**src/rtl/dtree_seq_eval.sv**
```systemverilog
// Sequential decision-tree classifier: walks a writable node table one comparison per clock.
// Optional depth guard enabled by defining DTREE_DEPTH_GUARD_EN.
module dtree_seq_eval #(
    parameter int NUM_FEATURES = 18,
    parameter int FEAT_W       = 8,
    parameter int NUM_NODES    = 64,
    parameter int CLASS_W      = 2,
    parameter int MAX_DEPTH    = 8,
    localparam int IDX_W   = $clog2(NUM_NODES),
    localparam int FSEL_W  = $clog2(NUM_FEATURES),
    localparam int PREC_W  = $clog2(FEAT_W + 1),
    localparam int DEPTH_W = $clog2(MAX_DEPTH + 1),
    localparam int NODE_W  = 1 + FSEL_W + PREC_W + FEAT_W + 2 * IDX_W
) (
    input  logic                           clk_i,
    input  logic                           rst_n_i,
    input  logic                           cfg_we_i,
    input  logic [IDX_W-1:0]               cfg_addr_i,
    input  logic [NODE_W-1:0]              cfg_wdata_i,
    input  logic                           in_valid_i,
    output logic                           in_ready_o,
    input  logic [NUM_FEATURES*FEAT_W-1:0] in_features_i,
    output logic                           out_valid_o,
    input  logic                           out_ready_i,
    output logic [CLASS_W-1:0]             out_class_o,
    output logic [DEPTH_W-1:0]             out_depth_o,
    output logic                           out_err_o
);

    // state | meaning
    // IDLE  | ready for a feature vector; node table writable
    // WALK  | evaluating node[ptr] each cycle
    // DONE  | result held until out_ready
    typedef enum logic [1:0] {S_IDLE, S_WALK, S_DONE} state_t;

    localparam int L_LSB    = IDX_W;
    localparam int T_LSB    = 2 * IDX_W;
    localparam int P_LSB    = T_LSB + FEAT_W;
    localparam int F_LSB    = P_LSB + PREC_W;
    localparam int LEAF_BIT = NODE_W - 1;

    localparam logic [NODE_W-1:0]  LEAF_ZERO = {1'b1, {(NODE_W-1){1'b0}}};
    localparam logic [IDX_W:0]     NODES_C   = (IDX_W+1)'(NUM_NODES);
    localparam logic [DEPTH_W-1:0] DEPTH_MAX = DEPTH_W'(MAX_DEPTH);
    localparam logic [PREC_W-1:0]  PREC_FULL = PREC_W'(FEAT_W);

    logic [NODE_W-1:0]              tbl_q [NUM_NODES];
    state_t                         state_q;
    logic [NUM_FEATURES*FEAT_W-1:0] feat_q;
    logic [IDX_W-1:0]               ptr_q;
    logic [IDX_W-1:0]               ptr_d;
    logic [DEPTH_W-1:0]             depth_q;
    logic                           in_ready_q;
    logic                           out_valid_q;
    logic [CLASS_W-1:0]             out_class_q;
    logic [DEPTH_W-1:0]             out_depth_q;

    logic [NODE_W-1:0] node_w;
    logic              n_leaf;
    logic [FSEL_W-1:0] n_feat;
    logic [PREC_W-1:0] n_prec;
    logic [FEAT_W-1:0] n_thr;
    logic [FEAT_W-1:0] x_sel;
    logic [FEAT_W-1:0] x_shr;
    logic [FEAT_W-1:0] thr_m;
    logic              take;

    always_ff @(posedge clk_i or negedge rst_n_i) begin
        if (!rst_n_i) begin
            for (int i = 0; i < NUM_NODES; i++) tbl_q[i] <= LEAF_ZERO;
        end else if (cfg_we_i && state_q == S_IDLE && {1'b0, cfg_addr_i} < NODES_C) begin
            tbl_q[cfg_addr_i] <= cfg_wdata_i;
        end
    end

    // Out-of-table pointers read as a class-0 leaf.
    always_comb begin
        node_w = LEAF_ZERO;
        if ({1'b0, ptr_q} < NODES_C) node_w = tbl_q[ptr_q];
    end

    assign n_leaf = node_w[LEAF_BIT];
    assign n_feat = node_w[F_LSB +: FSEL_W];
    assign n_prec = node_w[P_LSB +: PREC_W];
    assign n_thr  = node_w[T_LSB +: FEAT_W];

    always_comb begin
        x_sel = feat_q[FEAT_W-1:0];
        for (int f = 0; f < NUM_FEATURES; f++) begin
            if (n_feat == FSEL_W'(f)) x_sel = feat_q[f*FEAT_W +: FEAT_W];
        end
        // prec=0 shifts the feature out entirely and masks thr to zero, so take=1.
        x_shr = x_sel;
        thr_m = n_thr;
        if (n_prec < PREC_FULL) begin
            x_shr = x_sel >> (PREC_FULL - n_prec);
            thr_m = n_thr & ((FEAT_W'(1) << n_prec) - FEAT_W'(1));
        end
        take  = (x_shr <= thr_m);
        ptr_d = take ? node_w[L_LSB +: IDX_W] : node_w[IDX_W-1:0];
    end

`ifdef DTREE_DEPTH_GUARD_EN
    logic out_err_q;
    assign out_err_o = out_err_q;
`else
    assign out_err_o = 1'b0;
`endif

    always_ff @(posedge clk_i or negedge rst_n_i) begin
        if (!rst_n_i) begin
            state_q     <= S_IDLE;
            feat_q      <= '0;
            ptr_q       <= '0;
            depth_q     <= '0;
            in_ready_q  <= 1'b1;
            out_valid_q <= 1'b0;
            out_class_q <= '0;
            out_depth_q <= '0;
`ifdef DTREE_DEPTH_GUARD_EN
            out_err_q   <= 1'b0;
`endif
        end else begin
            case (state_q)
                S_IDLE: begin
                    if (in_valid_i) begin
                        feat_q     <= in_features_i;
                        ptr_q      <= '0;
                        depth_q    <= '0;
                        in_ready_q <= 1'b0;
                        state_q    <= S_WALK;
                    end
                end
                S_WALK: begin
                    if (n_leaf) begin
                        out_class_q <= n_thr[CLASS_W-1:0];
                        out_depth_q <= depth_q;
                        out_valid_q <= 1'b1;
                        state_q     <= S_DONE;
`ifdef DTREE_DEPTH_GUARD_EN
                        out_err_q   <= 1'b0;
                    end else if (depth_q == DEPTH_MAX) begin
                        out_class_q <= '0;
                        out_depth_q <= DEPTH_MAX;
                        out_err_q   <= 1'b1;
                        out_valid_q <= 1'b1;
                        state_q     <= S_DONE;
`endif
                    end else begin
                        ptr_q <= ptr_d;
                        if (depth_q != DEPTH_MAX) depth_q <= depth_q + DEPTH_W'(1);
                    end
                end
                S_DONE: begin
                    if (out_ready_i) begin
                        out_valid_q <= 1'b0;
                        in_ready_q  <= 1'b1;
                        state_q     <= S_IDLE;
                    end
                end
                default: state_q <= S_IDLE;
            endcase
        end
    end

    assign in_ready_o  = in_ready_q;
    assign out_valid_o = out_valid_q;
    assign out_class_o = out_class_q;
    assign out_depth_o = out_depth_q;

endmodule

```
**config.mk**
```make
export PLATFORM = sky130hd
export DESIGN_NAME = dtree_seq_eval
export DESIGN_NICKNAME = d
export VERILOG_FILES = /design/src/rtl/dtree_seq_eval.sv
export SDC_FILE = /design/constraint.sdc
export NUM_CORES = 2
export LEC_CHECK = 0
export BUFFER_PORTS_ARGS = -buffer_cell sky130_fd_sc_hd__buf_2
export CAP_MARGIN = 20
export CORE_UTILIZATION = 45
export CTS_CLUSTER_SIZE = 28
export DETAILED_ROUTE_END_ITERATION = 7
export HOLD_SLACK_MARGIN = 0.03
export MAX_ROUTING_LAYER = met4
export PLACE_DENSITY = 0.6
export SYNTH_ARGS = -nofsm -noshare
export SYNTH_HDL_FRONTEND = slang
export SYNTH_SLANG_ARGS = --single-unit
```
**constraint.sdc**
```tcl
create_clock -name clk_i -period 6.99 [get_ports clk_i]
set_clock_uncertainty 0.15 [all_clocks]
set_input_delay 0 -clock clk_i [delete_from_list [all_inputs] [get_ports clk_i]]
set_output_delay 0 -clock clk_i [all_outputs]
set_load 0.005 [all_outputs]
```
==> flow_summary.json <==
{
  "synth_top_area_cell": "dfrtp_1",
  "grt_start_max_net_pins": 180,
  "via_per_inst": 5.992,
  "vias": 56926,
  "synth.area.top_cells": "dfrtp_1 (53%), mux2_2 (25%), mux4_2 (14%), dfstp_2 (1.8%), clkbuf_1 (1.6%)",
  "first_global_vias": 58712,
  "postSynthNetCount": 6276,
  "drv_cap": 0,
  "start_util": 0.4529,
  "max_stage_delay_ps": 580,
  "path_common_cell": "o21ai_0",
  "crit_path_max_fanout": 17,
  "setup_tns_ps": 0,
  "drcViolationCount": 116,
  "violations": "design-rule violations",
  "cts_tree": "done",
  "critPathKind": "reg2reg",
  "root_buffer": "clkbuf_16",
  "peakVddDrop_v": 0.0003097,
  "hp-class": "in2reg",
  "first_pass_iters": 8,
  "synthesis.area_sq_um": 96060,
  "ctsHtreeMaxLevel": 4,
  "power_density_nw_per_um2": 328.9,
  "tightestPinTransition_ps": 1134,
  "overflow": 0,
  "die_y_microns": 464.0,
  "avgSynthCellArea_sq_um": 15.81,
  "fmax_ghz": 0.1474,
  "wl_per_cell_microns": 30.34,
  "crit_family": "compound AO/OA/AOI/OAI gates",
  "grt_pass1_wl_mm": 421.3,
  "dieWidth_microns": 464.0,
  "gp_congestion": 0.9199,
  "cp_num_buf_inv": 6,
  "yosys_warnings": 0,
  "clk_pin_slew_ps": 60,
  "synth_edf_count": 0,
  "setup_viol": 0,
  "numCtsBuffers": 221,
  "drt_iter0_markers": 4709,
  "relSlewSlack": 0.2439,
  "crit_path_start": "ptr_q[0]$_DFFE_PN0P_",
  "antenna_found_initial": 15,
  "yosys_most_used_dff": "dfrtp_1",
  "hpwl_mm": 168.7,
  "hp-start": "cfg_wdata_i[29]",
  "start_kind": "register",
  "yosysUniqueCellTypes": 97,
  "portBuffers": 192,
  "netlist_instances": 6074,
  "endpoint_kind": "register",
  "die_area_sq_um": 215300,
  "synth_top_area_frac": 0.5260,
  "fin_util": 0.5279,
  "hold_viol_final": 0,
  "drv_slew": 0,
  "crit_required_ps": 7570,
  "arrival_ps": 7360,
  "synth-seq-cells": 2084,
  "wirelength_mm": 288.2,
  "ios": 194,
  "final_nets": 6679,
  "rrSetupSlack_ps": 200,
  "areaGrowthSynthToFinish_pct": 16.55,
  "clkSinkCount": 2084,
  "num_rows": 169,
  "worst_path_max_delay_cell": "mux4_2",
  "coreArea_sq_um": 212100,
  "layout-drive-gt1-share": 0.5487,
  "clk_latency_ps": 860,
  "cts_max_path_buffers": 3,
  "p_leak_nw": 52.22,
  "period_share": 0.9707,
  "period_minus_slack_ps": 6785,
  "grtUsageTotal": 0.2753,
  "r2r-start": "ptr_q[0]$_DFFE_PN0P_",
  "synthArstFlopShare": 1.000,
  "ys_seq_area_frac": 0.5438,
  "status": "finished with violations",
  "ant_nets": 0
}
[sequential cells by signal, summed over array words and instances (netlist names)]
| register | cells |
|---|---|
| depth_q | 4 |
| feat_q | 144 |
| in_ready_o | 1 |
| out_class_o | 2 |
| out_depth_o | 4 |
| out_valid_o | 1 |
| ptr_q | 6 |
| state_q | 2 |
| tbl_q | 1920 |
[layout make-up]
cell class	instances	area [sq um]
clock inverters	79	828.3
multi-input cells	3362	41450
repair buffers	787	7129
flip-flops and latches	2084	52250
inverters	21	86.33
fillers	17158	100100
well taps	2821	3530
clock buffers	336	6661
diodes	10	25.02
[layout by cell type, fill, tap and decap left out, types with 34 or more instances in the layout]
cell type	instances
nand2_2	50
dlygate4sd3_1	345
nand3_1	34
buf_2	191
buf_12	37
nand2_1	84
mux4_2	584
clkbuf_16	232
o21ai_0	46
clkinv_2	46
a21oi_1	38
mux2i_1	52
buf_4	191
nor2_1	59
clkbuf_1	53
mux2_2	2093
dfrtp_1	2014
dfstp_2	65
clkbuf_8	55
[routing by layer]
metal | vias up | share of wire | global-route usage
met2 | 1538 | 0.48 | 0.4280
met4 | 0 | 0.033 | 0.08220
met3 | 468 | 0.050 | 0.04040
met5 | - | 0 | -
met1 | 31338 | 0.44 | 0.3759
li1 | 23582 | - | -
[path summary, 6_finish.rpt]
check | cells past startpoint | end
worst max-delay path | 30 | ptr_q[5]$_DFFE_PN0P_
worst min register to register | 2 | out_depth_o[1]$_DFFE_PN0P_
worst min-delay path | 3 | tbl_q[1049]$_DFFE_PN1P_
max in group asynchronous | 5 | tbl_q[1320]$_DFFE_PN0P_
worst max register to register | 30 | ptr_q[5]$_DFFE_PN0P_
min in group asynchronous | 4 | tbl_q[1523]$_DFFE_PN0P_
[metrics by stage]
stage	setup slack [ps]	hold slack (ps)	cell area, sq um	power (W)	cells
floorplan	472.1	-445.6	96060	0.02103	6074
global placement	49.97	-114.3	100000	0.02427	8684
detailed placement	120.2	-130.6	100100	0.02439	8689
CTS	102.9	58.58	111000	0.03659	9439
global route	-5.024	90.55	112000	0.03833	9499
finish	204.6	116.3	112000	0.03682	9500
[what timing repair did]
action	in CTS	in global routing
endpoints found under the setup margin	0	6
gates resized for setup	0	33
hold endpoints to repair	3221	73
buffers inserted	0	17
hold buffers	335	11
[kinds of logic (layout without fill, tap and decap cells)]
family	Yosys count	after routing	synth area share
muxes	2731	2731	0.3883
DFF	2084	2084	0.5438
buffers and inverters	628	1223	0.02867
and+or+nand+nor	356	356	0.01766
AOI/OAI and AO/OA	252	252	0.01894
adders and majority gates	17	17	0.002214
xor gates and xnor gates	5	5	0.0004560
other	1	11	0.00003904
[where the power goes]
part           total, W  leakage (nW)  internal (W)  switching, W
Sequential       0.0147          28.2        0.0136       0.00105
Clock            0.0120          3.70       0.00698       0.00502
Combinational    0.0101          20.3       0.00477       0.00536
Total            0.0368          52.2        0.0254        0.0114
[Yosys cell counts (9+ instances only)]
| cell type | number |
|---|---|
| nor3_1 | 26 |
| ha_1 | 17 |
| nor2b_1 | 10 |
| clkbuf_1 | 400 |
| nand3_1 | 36 |
| a21oi_1 | 38 |
| nor2_1 | 74 |
| and2_1 | 9 |
| mux2i_1 | 52 |
| o22ai_1 | 20 |
| dfrtp_1 | 2019 |
| buf_4 | 26 |
| inv_1 | 18 |
| a22oi_1 | 15 |
| dfstp_2 | 65 |
| buf_6 | 25 |
| o221ai_1 | 9 |
| nand2_1 | 133 |
| a211oi_1 | 11 |
| o21ai_0 | 49 |
| nand2b_1 | 14 |
| buf_1 | 89 |
| mux4_2 | 584 |
| mux2_2 | 2093 |
| a221oi_1 | 10 |
| buf_2 | 64 |
[tightest hold or removal path: stages]
cell and delay (ps):
dlygate4sd3_1 540, buf_2 260, mux2_2 310
No activity file was read; power rests on OpenSTA's default activity.
